<file path="config.mk">
export PLATFORM = sky130hd
export DESIGN_NAME = draw_sequencer
export DESIGN_NICKNAME = d
export VERILOG_FILES = /design/src/rtl/draw_sequencer.sv
export SDC_FILE = /design/constraint.sdc
export NUM_CORES = 1
export LEC_CHECK = 0
export ABC_AREA = 1
export BUFFER_PORTS_ARGS = -buffer_cell sky130_fd_sc_hd__buf_2
export CORE_MARGIN = 2
export CORE_UTILIZATION = 50
export DETAILED_ROUTE_END_ITERATION = 10
export PLACE_DENSITY = 0.8
export SYNTH_ARGS = -nofsm -noshare
export SYNTH_HDL_FRONTEND = slang
export SYNTH_SLANG_ARGS = --single-unit
</file>
<file path="constraint.sdc">
create_clock -name CLOCK_50 -period 2.2 [get_ports CLOCK_50]
set_input_delay 0.44 -clock CLOCK_50 [delete_from_list [all_inputs] [get_ports CLOCK_50]]
set_output_delay 0.44 -clock CLOCK_50 [all_outputs]
set_load 0.005 [all_outputs]
</file>
<file path="src/rtl/draw_sequencer.sv">
// draw_sequencer: clears the screen, plots every live player head plus a timer bar each pass,
// then wipes the screen. Optional feature macro: DRAW_SEQ_WINNER_BANNER_EN (winner banner after wipe).
module draw_sequencer #(
  parameter int NUM_PLAYERS = 4,
  parameter int X_W         = 8,
  parameter int Y_W         = 7,
  parameter int X_MAX       = 159,
  parameter int Y_MAX       = 119,
  parameter int TIMER_ROW   = 119,
  parameter int PID_W       = 3
) (
  input  logic                               CLOCK_50,
  input  logic                               reset,
  input  logic                               start,
  input  logic                               tick,
  input  logic [NUM_PLAYERS*(X_W+Y_W)-1:0]   pos,
  input  logic [NUM_PLAYERS*3-1:0]           player_colours,
  input  logic [NUM_PLAYERS-1:0]             alive,
  input  logic [PID_W-1:0]                   winner,
  output logic [X_W-1:0]                     x,
  output logic [Y_W-1:0]                     y,
  output logic [2:0]                         colour,
  output logic                               plot,
  output logic                               running,
  output logic                               round_done,
  output logic [2:0]                         dbg_state,
  output logic [X_W-1:0]                     dbg_timer_x,
  output logic                               dbg_expired,
  output logic [PID_W-1:0]                   dbg_win_q
);

  localparam int PW     = X_W + Y_W;
  localparam int SLOT_W = $clog2(NUM_PLAYERS + 1);

  localparam logic [2:0] S_IDLE   = 3'd0;
  localparam logic [2:0] S_CLEAR  = 3'd1;
  localparam logic [2:0] S_RUN    = 3'd2;
  localparam logic [2:0] S_WIPE   = 3'd3;
`ifdef DRAW_SEQ_WINNER_BANNER_EN
  localparam logic [2:0] S_BANNER = 3'd4;
`endif
  localparam logic [2:0] S_DONE   = 3'd5;

  localparam logic [X_W-1:0]    X_LAST    = X_W'(X_MAX);
  localparam logic [Y_W-1:0]    Y_LAST    = Y_W'(Y_MAX);
  localparam logic [Y_W-1:0]    BAR_ROW   = Y_W'(TIMER_ROW);
  localparam logic [SLOT_W-1:0] SLOT_LAST = SLOT_W'(NUM_PLAYERS);

  // start and tick are single-cycle strobes: each is acted on only in the cycle it is high,
  // and only in the states that listen to it; there is no back-pressure toward the sources.

  logic [2:0]        state, state_nx;
  logic [X_W-1:0]    cx;
  logic [Y_W-1:0]    cy;
  logic [SLOT_W-1:0] slot;
  logic [X_W-1:0]    timer_x;
  logic              expired;
  logic [PID_W-1:0]  win_q;

  logic              sweeping, sweep_last, slot_last, round_start;
  logic [X_W-1:0]    sel_x;
  logic [Y_W-1:0]    sel_y;
  logic [2:0]        sel_col;
  logic              sel_alive;

`ifdef DRAW_SEQ_WINNER_BANNER_EN
  localparam logic [X_W-1:0] BAN_X0 = X_W'(X_MAX / 2 - 8);
  localparam logic [Y_W-1:0] BAN_Y0 = Y_W'(Y_MAX / 2 - 4);
  logic [3:0] bx;
  logic [2:0] by;
  logic [2:0] win_col;
  logic       banner_last;

  // Out-of-range winner indices fall through to white.
  always_comb begin
    win_col = 3'b111;
    for (int k = 0; k < NUM_PLAYERS; k++) begin
      if (win_q == PID_W'(k)) win_col = player_colours[k*3 +: 3];
    end
  end

  assign banner_last = (bx == 4'd15) && (by == 3'd7);
`endif

  assign sweeping    = (state == S_CLEAR) || (state == S_WIPE);
  assign sweep_last  = (cx == X_LAST) && (cy == Y_LAST);
  assign slot_last   = (slot == SLOT_LAST);
  assign round_start = start && ((state == S_IDLE) || (state == S_DONE));

  assign dbg_state   = state;
  assign dbg_timer_x = timer_x;
  assign dbg_expired = expired;
  assign dbg_win_q   = win_q;

  always_comb begin
    sel_x     = '0;
    sel_y     = '0;
    sel_col   = '0;
    sel_alive = 1'b0;
    for (int k = 0; k < NUM_PLAYERS; k++) begin
      if (slot == SLOT_W'(k)) begin
        sel_x     = pos[k*PW+Y_W +: X_W];
        sel_y     = pos[k*PW +: Y_W];
        sel_col   = player_colours[k*3 +: 3];
        sel_alive = alive[k];
      end
    end
  end

  always_comb begin
    state_nx = state;
    case (state)
      S_IDLE:   if (start) state_nx = S_CLEAR;
      S_CLEAR:  if (sweep_last) state_nx = S_RUN;
      S_RUN:    if (slot_last && expired) state_nx = S_WIPE;
`ifdef DRAW_SEQ_WINNER_BANNER_EN
      S_WIPE:   if (sweep_last) state_nx = S_BANNER;
      S_BANNER: if (banner_last) state_nx = S_DONE;
`else
      S_WIPE:   if (sweep_last) state_nx = S_DONE;
`endif
      S_DONE:   if (start) state_nx = S_CLEAR;
      default:  state_nx = S_IDLE;
    endcase
  end

  always_ff @(posedge CLOCK_50) begin
    if (reset) begin
      state      <= S_IDLE;
      cx         <= '0;
      cy         <= '0;
      slot       <= '0;
      timer_x    <= '0;
      expired    <= 1'b0;
      win_q      <= '0;
      x          <= '0;
      y          <= '0;
      colour     <= 3'b000;
      plot       <= 1'b0;
      running    <= 1'b0;
      round_done <= 1'b0;
`ifdef DRAW_SEQ_WINNER_BANNER_EN
      bx         <= '0;
      by         <= '0;
`endif
    end else begin
      state      <= state_nx;
      running    <= (state == S_RUN);
      round_done <= (state == S_DONE);

      // Sweep counters idle at zero so every sweep begins at (0,0).
      if (sweeping) begin
        if (cx == X_LAST) begin
          cx <= '0;
          cy <= (cy == Y_LAST) ? '0 : cy + Y_W'(1);
        end else begin
          cx <= cx + X_W'(1);
        end
      end else begin
        cx <= '0;
        cy <= '0;
      end

      if (state == S_RUN) slot <= slot_last ? '0 : slot + SLOT_W'(1);
      else                slot <= '0;

      if (round_start) begin
        timer_x <= '0;
        expired <= 1'b0;
      end else if ((state == S_RUN) && tick) begin
        if (timer_x == X_LAST) begin
          if (!expired) win_q <= winner;
          expired <= 1'b1;
        end else begin
          timer_x <= timer_x + X_W'(1);
        end
      end

`ifdef DRAW_SEQ_WINNER_BANNER_EN
      if (state == S_BANNER) begin
        bx <= bx + 4'd1;
        if (bx == 4'd15) by <= by + 3'd1;
      end else begin
        bx <= '0;
        by <= '0;
      end
`endif

      // Output registers follow the current state, hence one cycle behind it.
      case (state)
        S_CLEAR, S_WIPE: begin
          x      <= cx;
          y      <= cy;
          colour <= 3'b000;
          plot   <= 1'b1;
        end
        S_RUN: begin
          if (slot_last) begin
            x      <= timer_x;
            y      <= BAR_ROW;
            colour <= 3'b111;
            plot   <= 1'b1;
          end else begin
            x      <= sel_x;
            y      <= sel_y;
            colour <= sel_col;
            plot   <= sel_alive;
          end
        end
`ifdef DRAW_SEQ_WINNER_BANNER_EN
        S_BANNER: begin
          x      <= BAN_X0 + X_W'(bx);
          y      <= BAN_Y0 + Y_W'(by);
          colour <= win_col;
          plot   <= 1'b1;
        end
`endif
        default: plot <= 1'b0;
      endcase
    end
  end

endmodule
</file>
# ---- Word-level counts from Yosys, hierarchy flattened
# Cells that the tools add are included.
dict set report totals {
  input_bits 83
  register_bits 54
  elab_cells 86
}
dict set report op_classes {
  n_reduce_logical 19
  mux 30
  n_addsub 4
  eq_ne 15
  n_bitwise 5
}
# op n
set ops {}
lappend ops {{7-bit two-way mux} 6}
lappend ops {{8-bit two-way mux} 5}
lappend ops {{3-bit two-way mux} 9}
lappend ops {{8-bit by 1-bit adder with 8-bit output, second input constant} 2}
lappend ops {{8-bit == test, second input constant} 2}
lappend ops {{8-bit case mux with 2 select lines} 1}
lappend ops {{7-bit case mux with 2 select lines} 1}
lappend ops {{3-bit by 2-bit == test with 1-bit output, second input constant} 4}
lappend ops {{3-bit case mux with 4 select lines} 1}
lappend ops {{4-bit AND reduction} 2}
lappend ops {{2-bit OR reduction} 4}
lappend ops {{7-bit by 1-bit adder with 7-bit output, second input constant} 1}
lappend ops {{7-bit == test, second input constant} 1}
lappend ops {{3-bit by 1-bit == test with 1-bit output, second input constant} 2}
lappend ops {{3-bit == test, second input constant} 2}
lappend ops {{3-bit zero test} 2}
lappend ops {{2-bit != test, second input constant} 3}
lappend ops {{3-bit case mux with 2 select lines} 1}
lappend ops {{3-bit OR reduction} 2}
lappend ops {{1-bit two-way mux} 5}
lappend ops {{1-bit NOT} 5}
lappend ops {{1-bit logical AND} 4}
lappend ops {{2-bit AND reduction} 2}
lappend ops {{3-bit by 1-bit adder with 3-bit output, second input constant} 1}
lappend ops {{other kinds (4)} 5}

# ---- Logic depth before layout (Yosys ltp)
# Gate-level depths: netlist of the first run.
dict set report logic_depth {
  ltp_word 7
  ltp_mapped 12
}

# ---- Worst setup path after synthesis of the first run
# OpenSTA, ideal clock, no wires.
dict set report synth_path {
  path_type {register -> register}
  startpoint {register slot[0]}
  endpoint {register plot}
  arrival_time_ns 1.428
  setup_ns 0.125
  setup_slack_ns 0.648
  synth_period_minus_slack_ns 1.552
  stages_incl_launch_ff 8
  n_path_buf 1
  cell_sequence {dfxtp_1 inv_1 ha_1 nand2_1 clkinv_1 buf_2 a211oi_1 a21oi_1}
}
dict set report synth_via {
  elab_chain_len 7
}
# element line
set synth_lines {}
lappend synth_lines {{start, declared} 55} ;# logic [SLOT_W-1:0] slot;
lappend synth_lines {{start signal, assigned} 164} ;# if (state == S_RUN) slot <= slot_last ? '0 : slot + SLOT_W'(1);
lappend synth_lines {{3-bit zero test} 101} ;# if (slot == SLOT_W'(k)) begin
lappend synth_lines {{1-bit two-way mux (4 in a row)} 101}
lappend synth_lines {{1-bit two-way mux (*)} 198} ;# if (slot_last) begin
lappend synth_lines {{1-bit case mux with 2 select lines (*)} 190} ;# case (state)
lappend synth_lines {{end signal, assigned} 207} ;# plot <= sel_alive;
lappend synth_lines {{end, declared} 23} ;# output logic plot,
# Mark *: on every way between the ends. The rest lies on a longest branch, timed or not.
# A chain may end at the register's enable or synchronous reset.

# ---- Worst setup path in the final report of the first run
# Ends and elaborated chain as after synthesis.

==> results of run 1 <==
[area by class of cell]
cell class	instances	area share
sequential	54	0.2652
tap	77	0.02363
inverter	73	0.06722
timing repair buffer	123	0.1541
multi-input combinational	413	0.4711
clock buffer	7	0.01872
[worst min path at each step]
stage	slack, ns	cells past startpoint	to	start
final	0.38	3	dbg_win_q[0]	winner[0]
after CTS	0.38	3	dbg_win_q[0]	winner[0]
after global routing	0.39	3	dbg_win_q[0]	winner[0]
after floorplan	0.43	1	cx[0]	cx[0]
after detailed placement	0.44	2	x[7]	x[7]
after global placement	0.43	2	x[4]	x[4]
[per-layer routing]
layer  part of all wire  vias up  global-route usage
met5                  0        -                   0
met4              0.019        0             0.07937
li1                   -     1935                   -
met1               0.42     1681              0.2899
met3              0.056       17             0.03369
met2               0.50      117              0.4474
[sequential cells by signal (all words and copies together) (netlist names)]
register     count
colour           3
cx               8
cy               7
dbg_expired      1
dbg_state        3
dbg_timer_x      8
dbg_win_q        3
plot             1
round_done       1
running          1
slot             3
x                8
y                7
[critical path, delay by kind of cell (launching register included)]
kind | cells | cell delay, ns
flip-flops | 1 | 0.35
adder cells (fa/ha/maj) | 2 | 0.54
buffers and inverters | 1 | 0.39
AO/OA/AOI/OAI | 3 | 0.49
[layout by cell type, fill, tap and decap left out, types with 2 or more instances in the layout]
cell,netlist,final
sky130_fd_sc_hd__nor3_2,2,2
sky130_fd_sc_hd__or2_2,6,6
sky130_fd_sc_hd__clkbuf_1,3,2
sky130_fd_sc_hd__dfxtp_1,54,54
sky130_fd_sc_hd__nor2_4,6,6
sky130_fd_sc_hd__xor2_1,8,8
sky130_fd_sc_hd__buf_2,7,118
sky130_fd_sc_hd__ha_1,8,8
sky130_fd_sc_hd__nand2_1,211,211
sky130_fd_sc_hd__nor3_1,7,7
sky130_fd_sc_hd__nand3b_1,2,2
sky130_fd_sc_hd__o21ai_0,21,21
sky130_fd_sc_hd__clkbuf_8,0,5
sky130_fd_sc_hd__nor2_2,2,2
sky130_fd_sc_hd__nand4_1,3,3
sky130_fd_sc_hd__nand3_1,29,29
sky130_fd_sc_hd__nor2_1,58,58
sky130_fd_sc_hd__inv_1,58,58
sky130_fd_sc_hd__clkinv_1,4,4
sky130_fd_sc_hd__buf_4,1,5
sky130_fd_sc_hd__a21oi_1,41,41
sky130_fd_sc_hd__inv_2,11,11
[kinds of logic (layout without fill, tap and decap cells)]
logic type | after synthesis | after routing | synth area share
xor gates and xnor gates | 9 | 9 | 0.02361
and+or+nand+nor | 330 | 330 | 0.4202
DFF | 54 | 54 | 0.3238
AOI/OAI and AO/OA | 66 | 66 | 0.1016
buffers and inverters | 86 | 203 | 0.1008
adders and majority gates | 8 | 8 | 0.02999
[power by group]
part	total (W)	switching [W]	internal, W	leakage (nW)
logic	0.00131	0.000824	0.000486	1.66
registers	0.00124	0.000119	0.00113	0.439
clock network	0.000533	0.000312	0.000220	0.0383
[metrics by stage]
step	hold WS [ns]	cells	setup WS, ns	total power, W	utilization
after floorplan	0.4299	553	0.6477	0.002124	-
final	0.3814	747	0.3449	0.003087	0.6383
after CTS	0.3783	747	0.3334	0.003099	0.6383
after global placement	0.4337	740	0.3980	0.002545	0.6264
after detailed placement	0.4412	740	0.3545	0.002574	0.6264
after global routing	0.3933	747	0.1411	0.003343	0.6383
==> parameters.txt, run 1 <==
Parameter                              Value

Final layout
  Number of fillers in the final layout ... 620
  Area Growth Syn to Fin ... 22.11%
  Number of diodes added for antenna fixing ... 0
  Area occupied by multi-input gates ... 1921 sq um
  Final instance area ... 4076 sq um
  Number of nets in the finished design ... 761
  Combined flip-flop and latch cell area ... 1081 sq um
  Proportion of layout cells with a drive suffix above 1 ... 0.2373

CTS
  CTS Hold Buffers Added ... 0
  Clock Tree Root ... sky130_fd_sc_hd__clkbuf_8
  Clock Pin Slew Worst Setup and Hold Paths ... 0.09 ns
  Clock buffers created by TritonCTS ... 5
  Latest clock arrival within the worst-skew pair ... 0.30 ns
  Clock tree sinks ... 54
  Count of buffers added by post-CTS timing repair for setup ... 0
  # H-tree levels ... 2
  CTS tree ... built
  Buffer levels on the longest clock path ... 2
  Post-cts sizing count ... 0

Critical path
  Worst setup startpoint ... slot[0]
  Startpoint types ... flop
  Class of the most critical setup path ... reg2reg
  CP arrival ... 2.09 ns
  Required arrival time at the worst endpoint ... 2.43 ns
  Worst R2R Start ... slot[0]
  Endpoint of the worst register-to-register path ... plot
  Critical Path Sink ... plot
  Largest incremental delay on the critical path ... 0.39 ns
  Depth of the most critical reg-to-reg path ... 6
  Cell type of the slowest stage on the worst timing path ... sky130_fd_sc_hd__inv_2
  Cells traversed along the worst timing path ... ha_1 -> ha_1 -> inv_2 -> o21ai_0 -> o21bai_1 -> a21oi_1
  Endpoint type of the worst setup path ... flop
  Top fanout value on the critical path ... 28
  Most frequent CP cell ... sky130_fd_sc_hd__ha_1
  Internal reg-to-reg setup slack ... 0.34 ns

Yosys
  Cell type contributing the most total cell area after synthesis ... sky130_fd_sc_hd__dfxtp_1
  Share of the synthesized area in the top cell type ... 0.3238
  Leading register cell type out of synthesis ... sky130_fd_sc_hd__dfxtp_1
  Synth cell types ... 32
  Sequential area share after synthesis ... 0.3238
  Total standard cell area after synthesis ... 3338 sq um
  Largest cells by area after synthesis ... sky130_fd_sc_hd__dfxtp_1 32%, sky130_fd_sc_hd__nand2_1 24%, sky130_fd_sc_hd__inv_1 6.5%, sky130_fd_sc_hd__nor2_1 6.5%, sky130_fd_sc_hd__a21oi_1 6.1%
  Synth Area per Inst ... 6.037 sq um
  Warnings, synthesis ... 0
  Top cells by count, synth ... 211 x sky130_fd_sc_hd__nand2_1, 58 x sky130_fd_sc_hd__inv_1, 58 x sky130_fd_sc_hd__nor2_1
  Number of flops mapped to enable cells by yosys ... 0
  Most repeated cell in the gate-level netlist after synthesis ... sky130_fd_sc_hd__nand2_1
  Number of instances in the synthesized netlist ... 553
  Number of flip-flops and latches in the synthesized netlist ... 54
  Net count after synthesis ... 644
  Post-synth ARST share ... 0

STA
  Slew headroom ... 0.6594
  Unrepaired setup endpoints after global routing ... false
  Actual slew at the worst max-slew pin ... 0.5078 ns
  Final setup violation count ... 0
  Max-slew violation total from the final report ... 0
  Post-route minimum period ... 1.855 ns
  Number of hold-slack violations in the final timing report ... 0
  Summed negative setup slack over all endpoints ... 0 ns
  Peak clock frequency supported by timing ... 539.1 MHz
  Final period utilization ... 0.8432
  Worst clock skew on the final layout ... 0.003007 ns

Placement
  Number of buffers inserted by port buffering ... 118
  Final estimated routing congestion in global placement ... 0.9468
  Post-DP HPWL ... 7121 microns
  Post-detailed-placement cell area ... 4000 sq um

Detailed routing
  DR iter-0 viols ... 149
  DRT Pass-1 Iters ... 4
  Total DRC errors in the routed layout ... 0
  Routed vias ... 3,750
  Number of nets with antenna violations after routing ... 0
  Routed wirelength normalized by instance count ... 12.00 microns
  Average vias per placed instance ... 5.020
  Routed wire length ... 8966 microns

Global routing
  Number of antenna violations at the first check in global routing ... 0
  Number of global-route vias before repair ... 3,436
  Gr ovfl total ... 0
  Pin count of the biggest net entering global routing ... 29
  Wire length of the first global-routing pass ... 14,620 microns
  GRT Overall Usage ... 0.2431

Power
  Power per cell area ... 757.3 nW/um^2
  IR drop worst, VDD ... 0.4745 mV
  Leak Pwr ... 2.137 nW

Floorplan
  Core footprint ... 6386 sq um
  Number of top-level design ports ... 119
  Effective utilization at floorplan ... 0.5227
  Die boundary height ... 85.71 microns
  Placement row count ... 29
  Floorplan die width ... 85.71 microns
  Die outline area ... 7346 sq um

Worst hold path
  HP Class ... in2reg

Run status
  Result of the run ... complete, no violations

Job
  Max cap viols ... 0
Note: power is estimated with default switching activity, not from simulation.
==> run 2, diff against run 1 <==
Settings changed: CORE_UTILIZATION 50 to 45, PLACE_DENSITY 0.8 to 0.76.
Clock period 2.2 ns to 1.7 ns, I/O delays scaled along.
==> parameters.txt, run 2 (synthesis gave the netlist of run 1 again) <==
Parameter                              Value

STA
  Actual slew at the worst max-slew pin ... 0.7182 ns (+0.2104 ns)
  Worst clock skew on the final layout ... 0.007171 ns (+0.004164 ns)
  Worst Slack Setup Final ... 0.1448 ns (-0.2001 ns)
  Peak clock frequency supported by timing ... 643.0 MHz (+19%)
  Number of hold-slack violations in the final timing report ... 0 (unchanged)
  Summed negative setup slack over all endpoints ... 0 ns (unchanged)
  Final setup violation count ... 0 (unchanged)
  Post-route minimum period ... 1.555 ns (-0.2999 ns)
  Final period utilization ... 0.9148 (+0.07157)
  Max-slew violation total from the final report ... 0 (unchanged)
  Slew headroom ... 0.5207 (-0.1387)
  Unrepaired setup endpoints after global routing ... false

CTS
  Clock buffers created by TritonCTS ... 5 (unchanged)
  Latest clock arrival within the worst-skew pair ... 0.31 ns (about the same)
  Clock Pin Slew Worst Setup and Hold Paths ... 0.10 ns (about the same)
  Clock Tree Root ... sky130_fd_sc_hd__clkbuf_8
  Buffer levels on the longest clock path ... 2 (unchanged)
  Clock tree sinks ... 54 (unchanged)
  CTS tree ... built
  # H-tree levels ... 2 (unchanged)

Critical path
  Startpoint types ... flop
  CP arrival ... 1.81 ns (-0.28 ns)
  Endpoint type of the worst setup path ... flop
  Kind of cell with the highest combined delay on the critical path ... simple AND/OR/NAND/NOR gates
  Required arrival time at the worst endpoint ... 1.96 ns (-0.47 ns)
  Number of buffers and inverters on the critical path ... 2 (+1)
  Top fanout value on the critical path ... 9 (-68%)
  Cell type of the slowest stage on the worst timing path ... sky130_fd_sc_hd__dfxtp_2
  Most frequent CP cell ... sky130_fd_sc_hd__nand2_1
  Class of the most critical setup path ... reg2reg
  Cells traversed along the worst timing path ... inv_1 -> ha_1 -> nor2_1 -> nand2_2 -> buf_4 -> o21ai_0 -> nand2_1 -> nand2_1 -> nand2_1 -> nand2_1 -> nand2_1 -> nand2_1
  Largest incremental delay on the critical path ... 0.35 ns (-0.04 ns)

Power
  Leak Pwr ... 2.252 nW (+5.4%)
  Relative contribution of combinational cells to total power ... 0.441 (+0.017)
  Share of total power consumed by net switching ... 0.4021 (-0.004520)
  Power spent charging and discharging nets ... 0.001694 W (+35%)
  Internal Power ... 0.002520 W (+38%)
  Power, Total ... 0.004214 W (+37%)
  Portion of total power attributed to sequential cells ... 0.382 (-0.021)
  Clk pwr share ... 0.177 (+0.005)
  IR drop worst, VDD ... 0.5004 mV (+5.4%)
  Power per cell area ... 977.1 nW/um^2 (+29%)

Final layout
  Area occupied by multi-input gates ... 1944 sq um (+1.2%)
  Area Growth Syn to Fin ... 29.20%
  Combined flip-flop and latch cell area ... 1086 sq um (+0.46%)
  Number of fillers in the final layout ... 704 (+14%)
  Leading cell type in the layout, fill and taps excluded ... sky130_fd_sc_hd__nand2_1
  Non-filler instance count after layout ... 788 (+5.5%)
  Final instance area ... 4313 sq um (+5.8%)
  Top library cells by usage in the layout, fill and taps aside ... 208 x sky130_fd_sc_hd__nand2_1, 118 x sky130_fd_sc_hd__buf_2, 58 x sky130_fd_sc_hd__inv_1, 58 x sky130_fd_sc_hd__nor2_1, 50 x sky130_fd_sc_hd__dfxtp_1
  Proportion of layout cells with a drive suffix above 1 ... 0.2758 (+0.03845)
  Number of diodes added for antenna fixing ... 0 (unchanged)
  Number of nets in the finished design ... 779 (+2.4%)

Placement
  Placement-stage worst setup slack ... 0.03368 ns (-0.3208 ns)
  Final estimated routing congestion in global placement ... 0.9405 (-0.67%)
  Post-detailed-placement cell area ... 4153 sq um (+3.8%)
  Number of buffers inserted by port buffering ... 118 (unchanged)
  Post-DP HPWL ... 7447 microns (+4.6%)
  Total instance count after detailed placement ... 777 (+5.0%)

Detailed routing
  Number of nets with antenna violations after routing ... 0 (unchanged)
  DRT Pass-1 Iters ... 4 (unchanged)
  Routed wire length ... 9447 microns (+5.4%)
  Average vias per placed instance ... 4.883 (-2.7%)
  Total DRC errors in the routed layout ... 0 (unchanged)
  DR iter-0 viols ... 144 (-3.4%)
  Routed vias ... 3,848 (+2.6%)
  Routed wirelength normalized by instance count ... 11.99 microns (-0.12%)

Worst hold path
  HP Class ... in2reg

Floorplan
  Die boundary height ... 90.13 microns (+5.2%)
  Core footprint ... 7214 sq um (+13%)
  Placement row count ... 31 (+6.9%)
  Effective utilization at floorplan ... 0.4627 (-0.06001)
  Number of top-level design ports ... 119 (unchanged)
  Floorplan die width ... 90.13 microns (+5.2%)
  Die outline area ... 8123 sq um (+11%)

Global routing
  GRT Overall Usage ... 0.2275 (-0.01566)
  Pin count of the biggest net entering global routing ... 19 (-34%)
  Number of global-route vias before repair ... 3,560 (+3.6%)
  Number of antenna violations at the first check in global routing ... 0 (unchanged)
  Gr ovfl total ... 0 (unchanged)
  Wire length of the first global-routing pass ... 15,370 microns (+5.1%)

Run status
  Result of the run ... complete, no violations

Job
  Max cap viols ... 0 (unchanged)
run 2: cell types whose count changed in the layout (fill, tap and decap cells not counted), sizes merged:
cell,delta
buf,+16
clkinv,-1
clkinvlp,+4
run 2: worst paths after layout:
kind	depth (start not counted)	from	to	slack [ns]
hold reg to reg	1	slot[0]	slot[0]	0.45
hold / removal	3	winner[0]	dbg_win_q[0]	0.28
setup / recovery	12	slot[1]	x[2]	0.14
setup reg to reg	12	slot[1]	x[2]	0.14
run 2: power by group through the flow:
stage / logic, W / registers, W / clock network (W)
after floorplan: 0.00114 / 0.00161 / 0
after global placement: 0.00179 / 0.00163 / 0
after detailed placement: 0.00183 / 0.00163 / 0
after CTS: 0.00184 / 0.00160 / 0.000767
after global routing: 0.00211 / 0.00163 / 0.000820
final: 0.00186 / 0.00161 / 0.000746
run 2: what timing repair did:
action	4_1_cts	5_1_grt
hold buffers	0	0
setup endpoints to repair	0	31
setup buffers	0	1
gates resized for setup	0	15
run 2: layout make-up:
| type | instances | area share |
|---|---|---|
| tap | 99 | 0.02872 |
| inverter | 73 | 0.06527 |
| clock inverter | 1 | 0.001160 |
| multi-input combinational | 413 | 0.4508 |
| timing repair inverter | 2 | 0.002901 |
| sequential | 54 | 0.2518 |
| timing repair buffer | 139 | 0.1793 |
| clock buffer | 7 | 0.02002 |
run 2: stage by stage:
stage | hold slack (ns) | util
after floorplan | 0.4299 | -
after global placement | 0.4336 | 0.5756
after global routing | 0.2775 | 0.5978
after CTS | 0.2657 | 0.5883
final | 0.2758 | 0.5978
after detailed placement | 0.4365 | 0.5756
run 2: tightest hold or removal path: stages:
cell and delay [ns]:
sky130_fd_sc_hd__buf_2 0.07, sky130_fd_sc_hd__o21ai_0 0.07, sky130_fd_sc_hd__nor2_1 0.07
run 2: routing by layer:
layer,share of wire,wire length (microns),vias up,GRT usage
met2,0.50,4690,131,0.4142
met1,0.42,3973,1730,0.2648
li1,-,-,1975,-
met5,0,0,-,0
met4,0.015,138,0,0.06026
met3,0.068,644,12,0.05700
==> run 3, diff against run 2 <==
Settings changed: ABC_AREA 1 to default, PLACE_DENSITY 0.76 to 0.77.
==> parameters.txt, run 3 <==
Parameter                              Value

Worst hold path
  Launch point of the worst hold path ... winner[0]
  Hold path cells ... 3 (unchanged)
  HP Class ... in2reg
  Hold path endpoint ... dbg_win_q[0]

Floorplan
  Effective utilization at floorplan ... 0.4683 (+0.005593)
  Floorplan die width ... 88.55 microns (-1.8%)
  Placement row count ... 30 (-3.2%)
  Die outline area ... 7841 sq um (-3.5%)
  Core footprint ... 6869 sq um (-4.8%)
  Number of top-level design ports ... 119 (unchanged)
  Die boundary height ... 88.55 microns (-1.8%)

Run status
  Violations in the final reports ... setup timing
  Result of the run ... finished with violations

Yosys
  Cell type contributing the most total cell area after synthesis ... sky130_fd_sc_hd__dfxtp_1
  Leading register cell type out of synthesis ... sky130_fd_sc_hd__dfxtp_1
  Warnings, synthesis ... 0 (unchanged)
  Largest cells by area after synthesis ... sky130_fd_sc_hd__dfxtp_1 34%, sky130_fd_sc_hd__a21oi_1 5.4%, sky130_fd_sc_hd__o21ai_0 4.2%, sky130_fd_sc_hd__nor2_1 4.0%, sky130_fd_sc_hd__nand2_1 3.5%
  Number of instances in the synthesized netlist ... 404 (-27%)
  Post-synth ARST share ... 0 (unchanged)
  Most repeated cell in the gate-level netlist after synthesis ... sky130_fd_sc_hd__dfxtp_1
  Total standard cell area after synthesis ... 3217 sq um (-3.6%)
  Top cells by count, synth ... 54 x sky130_fd_sc_hd__dfxtp_1, 35 x sky130_fd_sc_hd__a21oi_1, 34 x sky130_fd_sc_hd__nor2_1
  Number of flops mapped to enable cells by yosys ... 0 (unchanged)
  Sequential area share after synthesis ... 0.3361 (+0.01222)
  Synth cell types ... 51 (+59%)
  Number of flip-flops and latches in the synthesized netlist ... 54 (unchanged)
  Synth Area per Inst ... 7.962 sq um (+32%)
  Share of the synthesized area in the top cell type ... 0.3361 (+0.01222)
  Net count after synthesis ... 495 (-23%)

Critical path
  Cell type of the slowest stage on the worst timing path ... sky130_fd_sc_hd__dfxtp_4
  Class of the most critical setup path ... reg2reg
  CP arrival ... 1.97 ns (+0.16 ns)
  Worst R2R Start ... slot[0]
  Endpoint type of the worst setup path ... flop
  Top fanout value on the critical path ... 8 (-1)
  Kind of cell with the highest combined delay on the critical path ... compound AO/OA/AOI/OAI gates
  Internal reg-to-reg setup slack ... -0.04 ns (-0.19 ns)
  Cells traversed along the worst timing path ... ha_2 -> ha_4 -> or2_4 -> a221o_1 -> a21o_1 -> a221oi_2
  Depth of the most critical reg-to-reg path ... 6 (-6)
  Required arrival time at the worst endpoint ... 1.93 ns (-0.03 ns)
  Number of buffers and inverters on the critical path ... 0 (-2)
  Endpoint of the worst register-to-register path ... y[3]
  Worst setup startpoint ... slot[0]
  Startpoint types ... flop
  Largest incremental delay on the critical path ... 0.37 ns (+0.02 ns)

STA
  Final setup violation count ... 3 (+3)
  Max-slew violation total from the final report ... 0 (unchanged)
  Peak clock frequency supported by timing ... 573.1 MHz (-11%)
  Worst Slack Setup Final ... -0.04499 ns (-0.1898 ns)
  Final period utilization ... 1.026 (+0.1117)
  Worst clock skew on the final layout ... 0.005572 ns (-0.001599 ns)
  Slew headroom ... 0.6370 (+0.1163)
  Actual slew at the worst max-slew pin ... 0.5420 ns (-0.1762 ns)
  Post-route minimum period ... 1.745 ns (+0.1898 ns)
  Number of hold-slack violations in the final timing report ... 0 (unchanged)
  Unrepaired setup endpoints after global routing ... true

Global routing
  Gr ovfl total ... 0 (unchanged)
  GRT Overall Usage ... 0.2368 (+0.009339)
  Wire length of the first global-routing pass ... 14,820 microns (-3.5%)
  Number of antenna violations at the first check in global routing ... 0 (unchanged)
  Pin count of the biggest net entering global routing ... 22 (+3)
  Number of global-route vias before repair ... 3,233 (-9.2%)

Power
  Power per cell area ... 590.1 nW/um^2 (-40%)
  IR drop worst, VDD ... 0.3637 mV (-27%)
  Power, Total ... 0.002625 W (-38%)
  Leak Pwr ... 1.946 nW (-14%)

Detailed routing
  Routed wirelength normalized by instance count ... 15.72 microns (+31%)
  Number of nets with antenna violations after routing ... 0 (unchanged)
  Average vias per placed instance ... 5.597 (+15%)
  Routed wire length ... 10,110 microns (+7.0%)
  Routed vias ... 3,599 (-6.5%)
  DRT Pass-1 Iters ... 5 (+1)
  DR iter-0 viols ... 178 (+24%)
  Total DRC errors in the routed layout ... 0 (unchanged)

Final layout
  Area Growth Syn to Fin ... 38.31%
  Number of fillers in the final layout ... 597 (-15%)
  Non-filler instance count after layout ... 643 (-18%)
  Number of diodes added for antenna fixing ... 0 (unchanged)
  Top library cells by usage in the layout, fill and taps aside ... 118 x sky130_fd_sc_hd__buf_2, 50 x sky130_fd_sc_hd__dfxtp_1, 46 x sky130_fd_sc_hd__buf_4
  Proportion of layout cells with a drive suffix above 1 ... 0.3839 (+0.1082)
  Leading cell type in the layout, fill and taps excluded ... sky130_fd_sc_hd__buf_2
  Number of nets in the finished design ... 637 (-18%)

CTS
  Latest clock arrival within the worst-skew pair ... 0.31 ns (about the same)
  CTS tree ... built
  CTS Hold Buffers Added ... 0 (unchanged)
  Buffer levels on the longest clock path ... 2 (unchanged)
  Clock Pin Slew Worst Setup and Hold Paths ... 0.10 ns (about the same)
  Clock buffers created by TritonCTS ... 5 (unchanged)
  # H-tree levels ... 2 (unchanged)
  Clock Tree Root ... sky130_fd_sc_hd__clkbuf_8
  Clock tree sinks ... 54 (unchanged)

Placement
  Post-DP HPWL ... 7733 microns (+3.8%)
  Number of buffers inserted by port buffering ... 118 (unchanged)
  Final estimated routing congestion in global placement ... 0.9483 (+0.83%)
  Total instance count after detailed placement ... 632 (-19%)

Job
  Max cap viols ... 0 (unchanged)
[run 3: how the worst max path moves through the flow]
stage | end | slack (ns) | cells past startpoint
3_5_place_dp | y[3] | -0.09 | 6
6_report | y[3] | -0.04 | 6
4_1_cts | y[3] | -0.02 | 7
2_1_floorplan | y[6] | 0.0006 | 9
5_1_grt | y[5] | -0.13 | 7
3_3_place_gp | y[3] | -0.03 | 6
[run 3: power by group]
group | switching, W | internal (W)
logic | 0.000196 | 0.000198
clock network | 0.000454 | 0.000443
registers | 0.0000286 | 0.00131
[run 3: worst register-to-register path, cell delays in order (launching register included)]
cell	delay (ns)
sky130_fd_sc_hd__dfxtp_4	0.37
sky130_fd_sc_hd__ha_2	0.19
sky130_fd_sc_hd__ha_4	0.16
sky130_fd_sc_hd__or2_4	0.29
sky130_fd_sc_hd__a221o_1	0.29
sky130_fd_sc_hd__a21o_1	0.17
sky130_fd_sc_hd__a221oi_2	0.20
[run 3: cell families after synthesis]
group | count (synthesis) | share of synthesized area
xor+xnor | 15 | 0.04084
buf+inv | 46 | 0.06301
mux | 2 | 0.006224
simple gates | 148 | 0.2470
flops | 54 | 0.3361
compound gates | 131 | 0.2758
fa+ha+maj | 8 | 0.03112
[run 3: stage by stage]
step	setup TNS [ns]	worst slack, ns	hold WS (ns)	area (sq um)	util
2_1_floorplan	0	0.0005571	0.4156	3261	-
3_3_place_gp	-0.03613	-0.03059	0.4344	4141	0.6029
3_5_place_dp	-0.2703	-0.08766	0.4547	4141	0.6029
4_1_cts	-0.03576	-0.01582	0.2754	4280	0.6231
5_1_grt	-0.7498	-0.1256	0.2670	4449	0.6477
6_report	-0.07308	-0.04499	0.2740	4449	0.6477
[run 3: what timing repair did]
action / 4_1_cts / 5_1_grt
buffers inserted: 0 / 3
pin swaps: 0 / 9
endpoints found under the hold margin: 0 / 0
gates resized for setup: 7 / 28
setup endpoints to repair: 9 / 29
[run 3: per-layer routing]
| layer | global-route usage | up-vias | part of all wire |
|---|---|---|---|
| met3 | 0.04104 | 13 | 0.066 |
| met2 | 0.4081 | 121 | 0.49 |
| met4 | 0.06061 | 0 | 0.014 |
| met5 | 0 | - | 0 |
| met1 | 0.3077 | 1707 | 0.43 |
| li1 | - | 1758 | - |
[run 3: cell type report]
type                       count  area [sq um]  share of cell area
clock buffer                   5         68.82             0.01547
timing repair buffer         166         962.2              0.2163
inverter                      15         56.30             0.01265
tap                           96         120.1             0.02700
multi-input combinational    304          2110              0.4741
sequential                    54          1089              0.2447
clock inverter                 3         43.79            0.009843
